**src/rtl/victim_cache_pkg.sv**
```systemverilog
// Shared types, sizes and small helpers for the 8-entry victim cache.
package victim_cache_pkg;

  localparam int VC_ENTRIES = 8;
  localparam int VC_IDX_W   = 3;

  typedef enum logic [1:0] {
    IDLE   = 2'd0,
    LOOKUP = 2'd1,
    WB     = 2'd2,
    UPDATE = 2'd3
  } vc_state_e;

  // One-hot decode of a slot index.
  function automatic logic [VC_ENTRIES-1:0] onehot8(input logic [VC_IDX_W-1:0] idx);
    logic [VC_ENTRIES-1:0] one;
    one = 8'h01;
    return one << idx;
  endfunction

  // Index of the set bit of a one-hot vector (highest set bit wins if not one-hot).
  function automatic logic [VC_IDX_W-1:0] oh2idx(input logic [VC_ENTRIES-1:0] oh);
    logic [VC_IDX_W-1:0] r;
    r = '0;
    for (int i = 0; i < VC_ENTRIES; i++) begin
      r = oh[i] ? VC_IDX_W'(i) : r;
    end
    return r;
  endfunction

endpackage

```
**src/rtl/vc_tag_match.sv**
```systemverilog
// Parallel tag compare against all valid slots plus lowest-free-slot priority encoder.
module vc_tag_match #(
  parameter int ENTRIES = 8,
  parameter int TAG_W   = 26,
  parameter int IDX_W   = 3
) (
  input  logic [ENTRIES-1:0][TAG_W-1:0] tags_i,
  input  logic [ENTRIES-1:0]            valid_i,
  input  logic [TAG_W-1:0]              tag_i,
  output logic                          hit_o,
  output logic [IDX_W-1:0]              hit_idx_o,
  output logic                          has_free_o,
  output logic [IDX_W-1:0]              free_idx_o
);

  // Scan from the top down so the lowest matching / lowest free index wins.
  always_comb begin
    hit_o      = 1'b0;
    hit_idx_o  = '0;
    has_free_o = 1'b0;
    free_idx_o = '0;
    for (int i = ENTRIES - 1; i >= 0; i--) begin
      hit_o      = (valid_i[i] && (tags_i[i] == tag_i)) ? 1'b1 : hit_o;
      hit_idx_o  = (valid_i[i] && (tags_i[i] == tag_i)) ? IDX_W'(i) : hit_idx_o;
      has_free_o = (!valid_i[i]) ? 1'b1 : has_free_o;
      free_idx_o = (!valid_i[i]) ? IDX_W'(i) : free_idx_o;
    end
  end

endmodule

```
**src/rtl/victim_cache_ctrl.sv**
```systemverilog
// Sequencer for the 8-entry fully-associative victim cache: lookup, optional
// dirty writeback, then swap/insert/invalidate and LRU "make newest" pulse.
module victim_cache_ctrl
  import victim_cache_pkg::*;
#(
  parameter int ENTRIES = VC_ENTRIES,
  parameter int TAG_W   = 26,
  parameter int DATA_W  = 128
) (
  input  logic               clk,
  input  logic               reset,
  input  logic               req_valid,
  output logic               req_ready,
  input  logic [TAG_W-1:0]   req_tag,
  input  logic               evict_valid,
  input  logic [TAG_W-1:0]   evict_tag,
  input  logic [DATA_W-1:0]  evict_data,
  input  logic               evict_dirty,
  output logic               resp_valid,
  output logic               resp_hit,
  output logic [DATA_W-1:0]  resp_data,
  output logic               mem_wb_valid,
  input  logic               mem_wb_ready,
  output logic [TAG_W-1:0]   mem_wb_tag,
  output logic [DATA_W-1:0]  mem_wb_data,
  input  logic [ENTRIES-1:0] lru_number,
  output logic [ENTRIES-1:0] lru_update
);

  vc_state_e state_q, state_d;

  // Slot arrays: only valid/dirty are reset, tag/data are qualified by valid.
  logic [ENTRIES-1:0]            valid_q;
  logic [ENTRIES-1:0]            dirty_q;
  logic [ENTRIES-1:0][TAG_W-1:0] tag_q;
  logic [DATA_W-1:0]             data_q [ENTRIES];

  // Captured request.
  logic              capture_s;
  logic [TAG_W-1:0]  req_tag_q;
  logic              ev_valid_q;
  logic [TAG_W-1:0]  ev_tag_q;
  logic [DATA_W-1:0] ev_data_q;
  logic              ev_dirty_q;

  // Lookup results.
  logic                hit_q, hit_d;
  logic [VC_IDX_W-1:0] hit_idx_q, hit_idx_d;
  logic [VC_IDX_W-1:0] victim_idx_q, victim_idx_d;

  logic                tm_hit_s;
  logic [VC_IDX_W-1:0] tm_hit_idx_s;
  logic                tm_has_free_s;
  logic [VC_IDX_W-1:0] tm_free_idx_s;
  logic [VC_IDX_W-1:0] lru_idx_s;

  vc_tag_match #(
    .ENTRIES (ENTRIES),
    .TAG_W   (TAG_W),
    .IDX_W   (VC_IDX_W)
  ) u_tag_match (
    .tags_i     (tag_q),
    .valid_i    (valid_q),
    .tag_i      (req_tag_q),
    .hit_o      (tm_hit_s),
    .hit_idx_o  (tm_hit_idx_s),
    .has_free_o (tm_has_free_s),
    .free_idx_o (tm_free_idx_s)
  );

  assign lru_idx_s = oh2idx(lru_number);

  // Next-state logic and lookup decisions; victim is the hit slot, else lowest free, else LRU.
  always_comb begin
    state_d      = state_q;
    hit_d        = hit_q;
    hit_idx_d    = hit_idx_q;
    victim_idx_d = victim_idx_q;
    capture_s    = 1'b0;
    case (state_q)
      IDLE: begin
        capture_s = req_valid;
        state_d   = req_valid ? LOOKUP : IDLE;
      end
      LOOKUP: begin
        hit_d        = tm_hit_s;
        hit_idx_d    = tm_hit_idx_s;
        victim_idx_d = tm_hit_s      ? tm_hit_idx_s :
                       tm_has_free_s ? tm_free_idx_s : lru_idx_s;
        state_d      = (!tm_hit_s && ev_valid_q && valid_q[victim_idx_d] && dirty_q[victim_idx_d])
                       ? WB : UPDATE;
      end
      WB: begin
        state_d = mem_wb_ready ? UPDATE : WB;
      end
      UPDATE: begin
        state_d = IDLE;
      end
      default: begin
        state_d = IDLE;
      end
    endcase
  end

  // FSM state register; reset abandons any in-flight transaction.
  always_ff @(posedge clk or negedge reset) begin
    if (!reset) begin
      state_q <= IDLE;
    end else begin
      state_q <= state_d;
    end
  end

  // Capture request and evicted L1 line on accept.
  always_ff @(posedge clk or negedge reset) begin
    if (!reset) begin
      req_tag_q  <= '0;
      ev_valid_q <= 1'b0;
      ev_tag_q   <= '0;
      ev_data_q  <= '0;
      ev_dirty_q <= 1'b0;
    end else if (capture_s) begin
      req_tag_q  <= req_tag;
      ev_valid_q <= evict_valid;
      ev_tag_q   <= evict_tag;
      ev_data_q  <= evict_data;
      ev_dirty_q <= evict_dirty;
    end
  end

  // Lookup result registers.
  always_ff @(posedge clk or negedge reset) begin
    if (!reset) begin
      hit_q        <= 1'b0;
      hit_idx_q    <= '0;
      victim_idx_q <= '0;
    end else begin
      hit_q        <= hit_d;
      hit_idx_q    <= hit_idx_d;
      victim_idx_q <= victim_idx_d;
    end
  end

  // Valid/dirty update: store the evicted line, or invalidate on a plain hit (exclusive).
  always_ff @(posedge clk or negedge reset) begin
    if (!reset) begin
      valid_q <= '0;
      dirty_q <= '0;
    end else if (state_q == UPDATE) begin
      if (ev_valid_q) begin
        valid_q[victim_idx_q] <= 1'b1;
        dirty_q[victim_idx_q] <= ev_dirty_q;
      end else if (hit_q) begin
        valid_q[victim_idx_q] <= 1'b0;
        dirty_q[victim_idx_q] <= 1'b0;
      end
    end
  end

  // Tag/data write of the evicted line; unreset storage.
  always_ff @(posedge clk) begin
    if ((state_q == UPDATE) && ev_valid_q) begin
      tag_q[victim_idx_q]  <= ev_tag_q;
      data_q[victim_idx_q] <= ev_data_q;
    end
  end

  // Output decode from state; resp_data reads the slot before this cycle's write.
  always_comb begin
    req_ready    = 1'b0;
    resp_valid   = 1'b0;
    resp_hit     = 1'b0;
    resp_data    = '0;
    mem_wb_valid = 1'b0;
    mem_wb_tag   = '0;
    mem_wb_data  = '0;
    lru_update   = '0;
    case (state_q)
      IDLE: begin
        req_ready = 1'b1;
      end
      LOOKUP: begin
        req_ready = 1'b0;
      end
      WB: begin
        mem_wb_valid = 1'b1;
        mem_wb_tag   = tag_q[victim_idx_q];
        mem_wb_data  = data_q[victim_idx_q];
      end
      UPDATE: begin
        resp_valid = 1'b1;
        resp_hit   = hit_q;
        resp_data  = hit_q ? data_q[hit_idx_q] : '0;
        lru_update = ev_valid_q ? onehot8(victim_idx_q) : '0;
      end
      default: begin
        req_ready = 1'b0;
      end
    endcase
  end

endmodule

```
**config.mk**
```make
export PLATFORM = sky130hd
export DESIGN_NAME = victim_cache_ctrl
export DESIGN_NICKNAME = d
export VERILOG_FILES = /design/src/rtl/victim_cache_pkg.sv /design/src/rtl/vc_tag_match.sv /design/src/rtl/victim_cache_ctrl.sv
export SDC_FILE = /design/constraint.sdc
export NUM_CORES = 2
export LEC_CHECK = 0
export BUFFER_PORTS_ARGS = -buffer_cell sky130_fd_sc_hd__buf_2
export CAP_MARGIN = 20
export CORE_ASPECT_RATIO = 0.7
export CORE_UTILIZATION = 60
export CTS_CLUSTER_SIZE = 8
export DETAILED_ROUTE_END_ITERATION = 12
export PLACE_DENSITY = 0.8
export REMOVE_ABC_BUFFERS = 1
export SLEW_MARGIN = 20
export SYNTH_ARGS = -nofsm -noshare
export SYNTH_HDL_FRONTEND = slang
export SYNTH_SLANG_ARGS = --single-unit
```
**constraint.sdc**
```tcl
create_clock -name clk -period 10.1 [get_ports clk]
set_clock_uncertainty 0.15 [all_clocks]
set_input_delay 2.02 -clock clk [delete_from_list [all_inputs] [get_ports clk]]
set_output_delay 2.02 -clock clk [all_outputs]
set_load 0.01 [all_outputs]
```
==> flow_results.org <==
** Power
- Switch share :: 31.40%
- Dividing total power by cell area gives a power density of 266.6 mW/mm^2.
- The share of total power dissipated in combinational logic is 24.5%.
- Clock network fraction of total power :: 30.8%
- After layout, the design draws a total of 20160 uW.
- In this run the power spent charging and discharging nets is 6329 uW.
- Leakage :: 0.02530 uW
- The share of total power dissipated in sequential elements is 44.7%.
- Peak supply drop :: 0.2008 mV
- The internal portion of the total power is 13830 uW.

** Worst setup path
- STA classifies the critical path startpoint as a flop.
- Data on the critical path is required at its endpoint by 7.93 ns.
- Number of cells on the worst reg-to-reg path :: 6
- Capturing element type of the critical path :: output pin
- Biggest fanout along the worst timing path :: 73
- Startpoint of the lowest-slack register-to-register path :: victim_idx_q[2]
- Worst path arrival time :: 4.40 ns
- Crit path from :: victim_idx_q[2]
- The critical path is of the flop to output pin type.

** STA
- Final hold violations :: 0
- Max-slew violation total from the final report :: 0
- Setup repair after global routing left no endpoint under its margin.
- Final total negative setup slack :: 0 ns
- Timing would allow up to 152.2 MHz.
- At the pin with the least slew margin, the transition time is 1.093 ns.
- Of the available clock period, the critical path in the final layout requires 65.04%.
- Time the final worst path needs with I/O delays and setup :: 6.569 ns
- Setup violations remaining at the end of the flow were counted as 0.
- Max_slew headroom :: 27.15%
- Final-layout worst hold slack :: 0.3585 ns

** Clock network
- The number of setup buffers added after CTS is 0.
- The clock tree synthesis step divided the H-tree into 4 levels.
- Number of gates given a new drive strength after cts :: 0
- CTS tree :: built
- Clock net sink count :: 1439
- Clock-pin slew was measured on the worst setup and hold paths at 0.05 ns.
- Max Buffers Root-to-Sink :: 3
- The number of clock buffers added by TritonCTS is 197.
- Clock latency of the later-clocked register in the worst-skew pair :: 0.80 ns
- Post-cts hold buffer count :: 0
- Root Buffer Master :: clkbuf_16

** Yosys
- Synth warnings :: 0
- Mapped cell area :: 0.06587 mm^2
- Count of different cell masters after synthesis :: 64
- Most used flip-flop cell after synthesis :: edfxtp_1
- By area the synthesized netlist is led by edfxtp_1 56%, mux4_2 19%, dfrtp_1 7.9%.
- Summing the sequential cell areas from Yosys gives 64.03% of the chip area.
- Number of synthesized flops with an enable pin :: 1232
- Number of synthesized register bits :: 1439
- Synthesized area divided by synthesized cell count :: 17.86 um^2
- For this run, asynchronously set or reset flops after synthesis account for 14.38%.
- Synthesis produced 3688 cells.
- Post-synth top area share :: 56.17%
- Cell type with the highest aggregate area in the netlist :: edfxtp_1

** Global route
- Global routing finished with a remaining overflow of 0.
- Met2 demand-to-capacity share in global routing :: 50.74%
- Busiest layer in global routing :: met2
- Initial antenna violation count :: 24
- Entering global routing, the biggest net connects 138 pins.
- The number of global-route vias before repair came to 39210.
- Global-route track usage on met3 :: 8.380%
- Fraction of met1 tracks used by global routing :: 45.30%
- The first global-routing pass estimated 259600 um of wire.
- For this run, the total global-route usage over all layers was measured as 32.50%.

** Floorplanning
- Once the floorplan was initialized, standard cells occupied 60.61% of the core.
- The die covers 0.1111 mm^2.
- I/O pin count :: 488
- Die Span Y :: 279.2 um
- Chip Width :: 398.0 um
- The region available for standard cell placement spans 0.1087 mm^2.
- After floorplanning, the core was divided into 101 placement rows.

** Routing
- After detailed routing, the number of remaining DRC violations is 0.
- Router iterations before antenna repair :: 7
- Wires add up to 179700 um.
- In this run, the number of DRC markers left after iteration 0 of detailed routing was 4538.
- Detail Route Antenna Nets :: 0
- In the final routed layout, each cell accounts on average for 31.05 um.
- Total vias in the final route :: 38730
- Vias per inst :: 6.694

** Place
- The wire-length estimate of the detail-placed layout is 102700 um.
- The count of buffers added on input and output ports is 486.
- Gp weighted congestion :: 0.9771

** Min path
- The worst hold path begins at dirty_q[5].
- The min-delay analysis places its worst path in the category flop to flop.
- Along the worst hold path, the cell count comes to 2.

** Job
- # Max-Cap Violations :: 0

** Layout
- Compared with the post-synthesis result, the final layout area differs by 14.79%.
- # fillers :: 6759
- Ratio of cells with drive above 1 in the final layout :: 35.30%
- The final layout contains 4362 nets.

** Outcome
- The run finished with clean final reports.
area by class of cell:
| cell class | count | area [um^2] | area share (%) |
|---|---|---|---|
| clock buffers | 349 | 5564 | 7.359 |
| inverters | 12 | 50.05 | 0.06619 |
| flip-flops and latches | 1439 | 42200 | 55.81 |
| multi-input cells | 1976 | 22670 | 29.98 |
| repair buffers | 538 | 2995 | 3.962 |
| well taps | 1442 | 1804 | 2.386 |
| clock inverters | 12 | 287.8 | 0.3806 |
| diodes | 18 | 45.04 | 0.05957 |
cells by family (layout without fill, tap and decap cells):
logic type | Yosys count | in the layout | synth area share (%)
xor+xnor | 214 | 214 | 2.885
compound gates | 211 | 211 | 2.316
flops | 1439 | 1439 | 64.03
simple gates | 667 | 667 | 4.563
buf+inv | 273 | 911 | 1.693
other cells | 0 | 18 | 0
mux | 880 | 880 | 24.44
fa+ha+maj | 4 | 4 | 0.07599
per-stage QoR:
step	worst slack [ns]	cells	area [um^2]	util, %
CTS	3.586	5768	75570	69.53
global route	3.448	5775	75580	69.55
global placement	4.451	5407	69710	64.15
finish	3.531	5786	75610	69.57
detailed placement	4.433	5407	69710	64.15
floorplan	-10.92	3427	64800	-
critical path, stage by stage (launching register included):
cell and delay (ns):
dfrtp_4 0.79, inv_6 0.77, buf_4 0.76, nand3_1 0.75
nor2_1 0.27, buf_2 0.16
registers in the layout (all words and copies together), names as in the netlist, named ones only:
signal        cells
data_q         1024
dirty_q           8
ev_data_q       128
ev_dirty_q        1
ev_tag_q         26
ev_valid_q        1
hit_idx_q         3
hit_q             1
req_tag_q        26
state_q           2
tag_q           208
victim_idx_q      3
synth_stat cells (17+ instances only):
master	n
mux4_2	564
buf_1	88
nand2_1	333
xor2_1	90
nand4_1	72
nor4_1	31
o21ai_0	25
edfxtp_1	1232
xnor2_1	122
clkbuf_1	144
mux2_2	185
nor2_1	165
mux2i_1	131
dfrtp_1	207
a21boi_0	154
buf_2	17
metal layers:
| layer | routed length (um) | up-vias |
|---|---|---|
| li1 | - | 15830 |
| met3 | 21170 | 381 |
| met1 | 67700 | 20070 |
| met2 | 85590 | 2431 |
| met5 | 120 | - |
| met4 | 5078 | 20 |
worst paths after layout:
| check | end | slack [ns] |
|---|---|---|
| max | lru_update[2] | 3.53 |
| min | dirty_q[5] | 0.36 |
| max reg2reg | data_q[2][79] | 4.29 |
| min reg2reg | dirty_q[5] | 0.36 |
| max in group asynchronous | victim_idx_q[1] | 7.33 |
| min in group asynchronous | ev_data_q[67] | 1.15 |
power groups by stage:
stage	Combinational [uW]	Clock, uW	Sequential (uW)
floorplan	4060	0	9050
global placement	4800	0	9000
detailed placement	4830	0	9090
CTS	4890	6270	8990
global route	5170	6500	9130
finish	4930	6210	9010
layout by cell type, fill, tap and decap left out, drive strengths merged, types with 5 or more instances in the layout:
cell type / count
clkbuf: 349
a211oi: 5
a21boi: 154
nor4: 34
o21ai: 26
mux4: 564
xnor2: 124
and4: 7
clkinv: 11
nand3: 8
xor2: 90
nand4: 72
edfxtp: 1232
buf: 538
dfrtp: 207
a21o: 6
mux2i: 131
or4: 7
inv: 13
nand2: 333
mux2: 185
a21oi: 5
nor3: 10
diode: 18
nor2: 165
Power figures use the tool's default switching activity.
